<file path="src/rtl/counter_pkg.sv">
// Shared types and default sizes for the counter run controller and its count register.
package counter_pkg;

    localparam int DEF_WIDTH = 4;
    localparam int DEF_PRE_W = 8;

    typedef enum logic [1:0] {
        IDLE  = 2'd0,
        RUN   = 2'd1,
        PAUSE = 2'd2,
        DONE  = 2'd3
    } state_t;

endpackage

</file>
<file path="src/rtl/count_core.sv">
// Count register: synchronous clear, enabled increment, and wrap or hold at the terminal value.
module count_core
    import counter_pkg::*;
#(
    parameter int WIDTH = DEF_WIDTH
) (
    input  logic             clk,
    input  logic             rst_n,
    input  logic             clear,
    input  logic             enable,
    input  logic             hold,
    input  logic [WIDTH-1:0] limit,
    output logic [WIDTH-1:0] count,
    output logic             terminal
);

    assign terminal = (count == limit);

    // At the terminal value an enabled step wraps to zero, or stays put when hold is set.
    always_ff @(posedge clk or negedge rst_n) begin
        if (!rst_n) begin
            count <= '0;
        end else if (clear) begin
            count <= '0;
        end else if (enable) begin
            if (!terminal) begin
                count <= count + 1'b1;
            end else if (!hold) begin
                count <= '0;
            end
        end
    end

endmodule

</file>
<file path="src/rtl/counter_sequencer.sv">
// Run controller for the up-counter: start/stop/pause, prescaled stepping, one-shot or periodic wrap.
module counter_sequencer
    import counter_pkg::*;
#(
    parameter int WIDTH = DEF_WIDTH,
    parameter int PRE_W = DEF_PRE_W
) (
    input  logic             clk,
    input  logic             Reset_n,
    input  logic             start,
    input  logic             stop,
    input  logic             pause,
    input  logic             mode,
    input  logic [WIDTH-1:0] limit,
    input  logic [PRE_W-1:0] prescale,
    output logic [WIDTH-1:0] Output,
    output logic             busy,
    output logic             done
);

    state_t             state;
    logic [PRE_W-1:0]   prescaler;
    logic [PRE_W-1:0]   pre_l;
    logic [WIDTH-1:0]   limit_l;
    logic               mode_l;
    logic               armed;
    logic               active;
    logic               tick;
    logic               terminal;
    logic               core_clear;
    logic               core_enable;

    // An edge leaving PAUSE with pause low does a normal RUN step, so each paused cycle costs exactly one.
    assign armed       = (state == IDLE) || (state == DONE);
    assign active      = ((state == RUN) || (state == PAUSE)) && !pause && !stop;
    assign tick        = (prescaler == pre_l);
    assign core_clear  = stop || (armed && start);
    assign core_enable = active && tick;

    count_core #(
        .WIDTH(WIDTH)
    ) u_core (
        .clk      (clk),
        .rst_n    (Reset_n),
        .clear    (core_clear),
        .enable   (core_enable),
        .hold     (!mode_l),
        .limit    (limit_l),
        .count    (Output),
        .terminal (terminal)
    );

    always_ff @(posedge clk or negedge Reset_n) begin
        if (!Reset_n) begin
            state     <= IDLE;
            prescaler <= '0;
            pre_l     <= '0;
            limit_l   <= '0;
            mode_l    <= 1'b0;
            busy      <= 1'b0;
            done      <= 1'b0;
        end else begin
            done <= 1'b0;
            if (stop) begin
                state     <= IDLE;
                prescaler <= '0;
                busy      <= 1'b0;
            end else begin
                case (state)
                    IDLE, DONE: begin
                        if (start) begin
                            limit_l   <= limit;
                            pre_l     <= prescale;
                            mode_l    <= mode;
                            prescaler <= '0;
                            state     <= RUN;
                            busy      <= 1'b1;
                        end
                    end
                    RUN, PAUSE: begin
                        if (pause) begin
                            state <= PAUSE;
                        end else if (tick) begin
                            prescaler <= '0;
                            state     <= RUN;
                            if (terminal) begin
                                done <= 1'b1;
                                if (!mode_l) begin
                                    state <= DONE;
                                    busy  <= 1'b0;
                                end
                            end
                        end else begin
                            prescaler <= prescaler + 1'b1;
                            state     <= RUN;
                        end
                    end
                    default: begin
                        state <= IDLE;
                        busy  <= 1'b0;
                    end
                endcase
            end
        end
    end

endmodule
</file>
<file path="config.mk">
export PLATFORM = sky130hd
export DESIGN_NAME = counter_sequencer
export DESIGN_NICKNAME = d
export VERILOG_FILES = /design/src/rtl/counter_pkg.sv /design/src/rtl/count_core.sv /design/src/rtl/counter_sequencer.sv
export SDC_FILE = /design/constraint.sdc
export NUM_CORES = 1
export LEC_CHECK = 0
export CELL_PAD_IN_SITES_DETAIL_PLACEMENT = 2
export CELL_PAD_IN_SITES_GLOBAL_PLACEMENT = 2
export CORE_AREA = 4 4 60 83
export CTS_BUF_LIST = sky130_fd_sc_hd__clkbuf_4 sky130_fd_sc_hd__clkbuf_8 sky130_fd_sc_hd__clkbuf_16
export DETAILED_ROUTE_END_ITERATION = 16
export DIE_AREA = 0 0 64 87
export PLACE_DENSITY = 0.9
export SLEW_MARGIN = 20
export SYNTH_ARGS = -nofsm -noshare
export SYNTH_HDL_FRONTEND = slang
export SYNTH_HIERARCHICAL = 1
export SYNTH_SLANG_ARGS = --single-unit
</file>
<file path="constraint.sdc">
create_clock -name clk -period 4.65 [get_ports clk]
set_input_delay 1.1625 -clock clk [delete_from_list [all_inputs] [get_ports clk]]
set_output_delay 1.1625 -clock clk [all_outputs]
set_load 0.02 [all_outputs]
</file>
Word level (Yosys, flattened, before mapping). Index checks and enable logic that the tools add are counted.

Register bits: 29. Output and inout port bits: 6. Logic and storage cells: 67. Input port bits: 18.

$add $sub $neg: 2. Reductions and logical operators: 17. Bitwise operators: 1. Equality and inequality tests: 11. Multiplexer cells: 28.

Operators with widths (number): 8-bit 2-to-1 mux (4); 4-bit 2-to-1 mux (4); 8-bit case mux with 2 select lines (1); 3-bit inequality test, second input constant (5); 2-bit 2-to-1 mux (6); 1-bit 2-to-1 mux (11); 8-bit by 1-bit adder with 8-bit output, second input constant (1); 8-bit equality test (1); 5-bit AND reduction (1); 4-bit by 1-bit adder with 4-bit output, second input constant (1); 2-bit equality test, second input constant (2); 4-bit equality test (1); 1-bit logical AND (4); 2-bit case mux with 2 select lines (1); 2-bit AND reduction (2); 2-bit OR reduction (2); 1-bit logical OR (3); 3-bit by 2-bit inequality test with 1-bit output, second input constant (1); 3-bit AND reduction (1); 2-bit by 1-bit equality test with 1-bit output, second input constant (1); 1-bit logical NOT (2); 2-bit logical NOT (1); 1-bit case mux with 2 select lines (1); 2-bit nonzero test (1); 1-bit NOT (1).

Logic depth before layout (Yosys ltp).
Depth in word-level cells: 7. Mapped depth: 7. Mapped depth without buffers: 7.

Hierarchy. The synthesis kept the hierarchy.

Modules (own cells, without submodules): counter_sequencer (area an instance 1219.9 sq um, instances 1, sequential area each 625.6 sq um, cells each 108); count_core (area an instance 294.0 sq um, instances 1, sequential area each 100.1 sq um, cells each 27).

Least setup slack after synthesis. OpenSTA, ideal clock, no wires.

Path kind: input port to flip-flop. Start point: input stop. End point: register u_core.count[0]. Arrival time: 2.342 ns. Data required time: 4.568 ns. Buffers on the path: 0. Path slack: 2.226 ns. Library setup time: 0.082 ns. Stages on the path: 5. Cells stage by stage: or2b_1 -> nor3_1 -> o41ai_4 -> or2_1 -> a31oi_1.

Word-level cells in the longest chain between the ends: 5. Elaborated cells between the ends (all ways): 8. Those cells by class: eq/ne (1); mux (1); reduce/logical (6).

Ends and longest elaborated chain: from (decl) (RTL line counter_sequencer.sv:11) `input logic stop,`; 1-bit logical NOT (RTL line counter_sequencer.sv:35) `assign active = ((state == RUN) || (state == PAUSE)) && !pause && !stop;`; 1-bit logical AND (RTL line counter_sequencer.sv:35); 1-bit logical AND (RTL line counter_sequencer.sv:38) `assign core_enable = active && tick;`; via core_enable (RTL line counter_sequencer.sv:31) `logic core_enable;`; 2-bit nonzero test (no source line); 2-bit AND reduction (no source line); to (signal assigned) (RTL line count_core.sv:27) `count <= count + 1'b1;`; to (decl) (RTL line count_core.sv:13) `output logic [WIDTH-1:0] count,`.

The timed path passes the listed nets, and every way through them passes these cells. A chain may end at the register's enable or synchronous reset.

Final worst setup path.
Start point: input stop. End point: register u_core.count[2].

The elaborated chain is that of the path after synthesis.

==> metrics.txt <==
Power Total=approximately 700 µW; crit-path cells=clkdlybuf4s50_1 > or2b_1 > nor3_1 > o41ai_4 > o31ai_1; Inserted Clock Buffers=5; Worst path slowest cell=clkdlybuf4s50_1; Routed Antenna Nets=0; routed via count=about 1200; # H-tree levels=2; commonest non-fill, non-tap cell in the layout=dfrtp_1; drt first pass iters=4; Worst EP required=between 4 and 5 ns; CP peak stage delay=about 0.50 ns; DRT iter0 DRCs=53; MaxCap Viol Count=0; # IOs=24; synth unique cells=33; Detailed Place HPWL=between 3000 and 4000 µm; Core Box Area=about 4200 µm²; Die ar.=5570 µm²; most frequent cells in the layout=dfrtp_1, clkdlybuf4s50_1, mux2_2; Final Worst Setup Slack=1.73 ns; pre-CTS setup slack=between 1 and 1.5 ns; Yosys top cell area share=0.479; Crit Path Max Fanout=7; Final #Nets=around 190; Crit Path Class=primary input to register; Die Span X=roughly 64 µm; Mapped Cells=between 100 and 150; hold crit path type=register to register; number of global-route vias before repair=approximately 1400; mean cell area of the mapped netlist=11.2 µm²; #FFs+latches synth=29; number of setup buffers added after CTS=0; Starting Density=0.357; top cells by area, synth=dfrtp_1, mux2_2, xnor2_1, nand3_1, o21ai_0; FP Rows=28; Tightest Pin Transition=0.788 ns; Pwr per Cell Area=roughly 360 nW/µm²; # setup viols final=0; final hold violations=0; fin. max-slew vios=0; gr usage total=0.177; drt wl/cell=slightly below 20 µm; CTS clk-pin slew, worst paths=around 0.060 ns; Syn-to-layout area delta=26.9%; crit path time final=a little under 3 ns; layout cell share with drive strength beyond 1=0.170; Worst setup SP type=primary input; CTS tree=done; Ys Warns=6; status=finished, final reports clean; post-synthesis sequential area ratio=0.479; RSZ-0062 raised after global routing=no; LEAKAGE=approximately 0.75 nW; CTS max path bufs=2; initial antenna violation count=0; grt ovf=0; CTS Root Cell=clkbuf_8; CP Capture Type=register; # diodes=0; critical path's top delay family=simple AND/OR/NAND/NOR gates; Slew HR=0.460; vias per cell=5.37; post-synth top area cell=dfrtp_1; setup TNS after final layout=0 ns; clk sink count=29; Final Util=0.453; worst vdd ir=approximately 0.00015 V; first-pass GRT wire length=roughly 7400 µm; WP buf/inv=1; Crit path arrival time=between 3 and 4 ns; syn_nets=approximately 160; buffers added on ports=23; worst-skew pair later-pin latency=around 0.29 ns; global placement routability congestion=~0.76; # DRC=0; clk_skew=roughly 0.0062 ns; post-cts resize count=0; pin count of the biggest net entering global routing=30; Die H=between 80 and 90 µm; Max Freq=about 340 MHz; cts hold-fix bufs=0; Netlist Area Pre-Place=around 1500 µm²; Final Cycle Share=0.629; drt total wl=about 4400 µm
==> where the power goes <==
part	internal, mW	leakage [nW]	switching [mW]	total [mW]
sequential	0.290	0.374	0.0346	0.325
clock	0.123	0.0477	0.0973	0.220
combinational	0.0758	0.328	0.0763	0.152
total	0.489	0.749	0.208	0.697
==> layout make-up <==
class / instances / area, µm²
Sequential cell: 29 / 726
Inverter: 4 / 15.0
Multi-Input combinational cell: 100 / 769
Clock buffer: 7 / 90.1
Tap cell: 60 / 75.1
Timing Repair Buffer: 25 / 245
Fill cell: 447 / 2320
==> layer usage <==
| layer | part of all wire | global-route usage |
|---|---|---|
| met1 | 0.38 | 0.181 |
| met2 | 0.56 | 0.338 |
| met3 | 0.033 | 0.0478 |
| met4 | 0.023 | 0.0688 |
| met5 | 0 | 0 |
==> registers in the layout, summed over array words and instances, names as in the netlist <==
| register | flops |
|---|---|
| prescaler | 8 |
| busy | 1 |
| mode_l | 1 |
| state | 2 |
| pre_l | 8 |
| done | 1 |
| u_core/count | 4 |
| limit_l | 4 |
==> metrics by stage <==
stage / hold WS [ns] / std cells / cell area [µm²]
5_1_grt: 0.560 / 225 / 1920
3_3_place_gp: 0.520 / 218 / 1820
2_1_floorplan: 0.501 / 135 / 1510
6_report: 0.541 / 225 / 1920
4_1_cts: 0.548 / 225 / 1910
3_5_place_dp: 0.533 / 218 / 1820
==> cell families after synthesis <==
logic type,count (synthesis),share of synthesized area
AO/OA/AOI/OAI,26,0.121
XOR/XNOR,15,0.0967
adder cells (fa/ha/maj),2,0.0165
buffers and inverters,6,0.0165
flip-flops,29,0.479
multiplexers,14,0.106
AND/OR/NAND/NOR,43,0.164
==> cell usage after synthesis <==
cell type / count
or2b_1: 2
mux2_4: 1
nor4_1: 3
xnor2_1: 9
mux2_2: 12
a21oi_1: 2
nor3_1: 1
or3_1: 4
or4_1: 2
buf_2: 2
nand3_1: 10
or2_2: 2
xor2_2: 2
o31ai_1: 4
o41ai_4: 1
o21ai_0: 9
or2_1: 1
a31oi_1: 1
ha_1: 2
a22oi_1: 6
xor2_1: 4
nand4_1: 3
mux2i_1: 1
dfrtp_1: 29
inv_1: 4
nor2_1: 2
and2b_1: 2
o21ai_1: 2
nand2b_1: 3
nor2b_1: 1
nor3b_2: 1
nand2_1: 6
a2bb2oi_1: 1
==> path summary, 6_finish.rpt <==
path / start / cells past startpoint / slack [ns] / to
worst max-delay path: stop / 5 / 1.73 / u_core/count[2]
worst min-delay path: pre_l[0] / 1 / 0.54 / pre_l[0]
worst max register to register: state[1] / 5 / 2.20 / u_core/count[2]
worst min register to register: pre_l[0] / 1 / 0.54 / pre_l[0]
max in group asynchronous: Reset_n / 2 / 3.09 / limit_l[2]
min in group asynchronous: Reset_n / 2 / 1.27 / u_core/count[2]
Power figures use the tool's default switching activity.
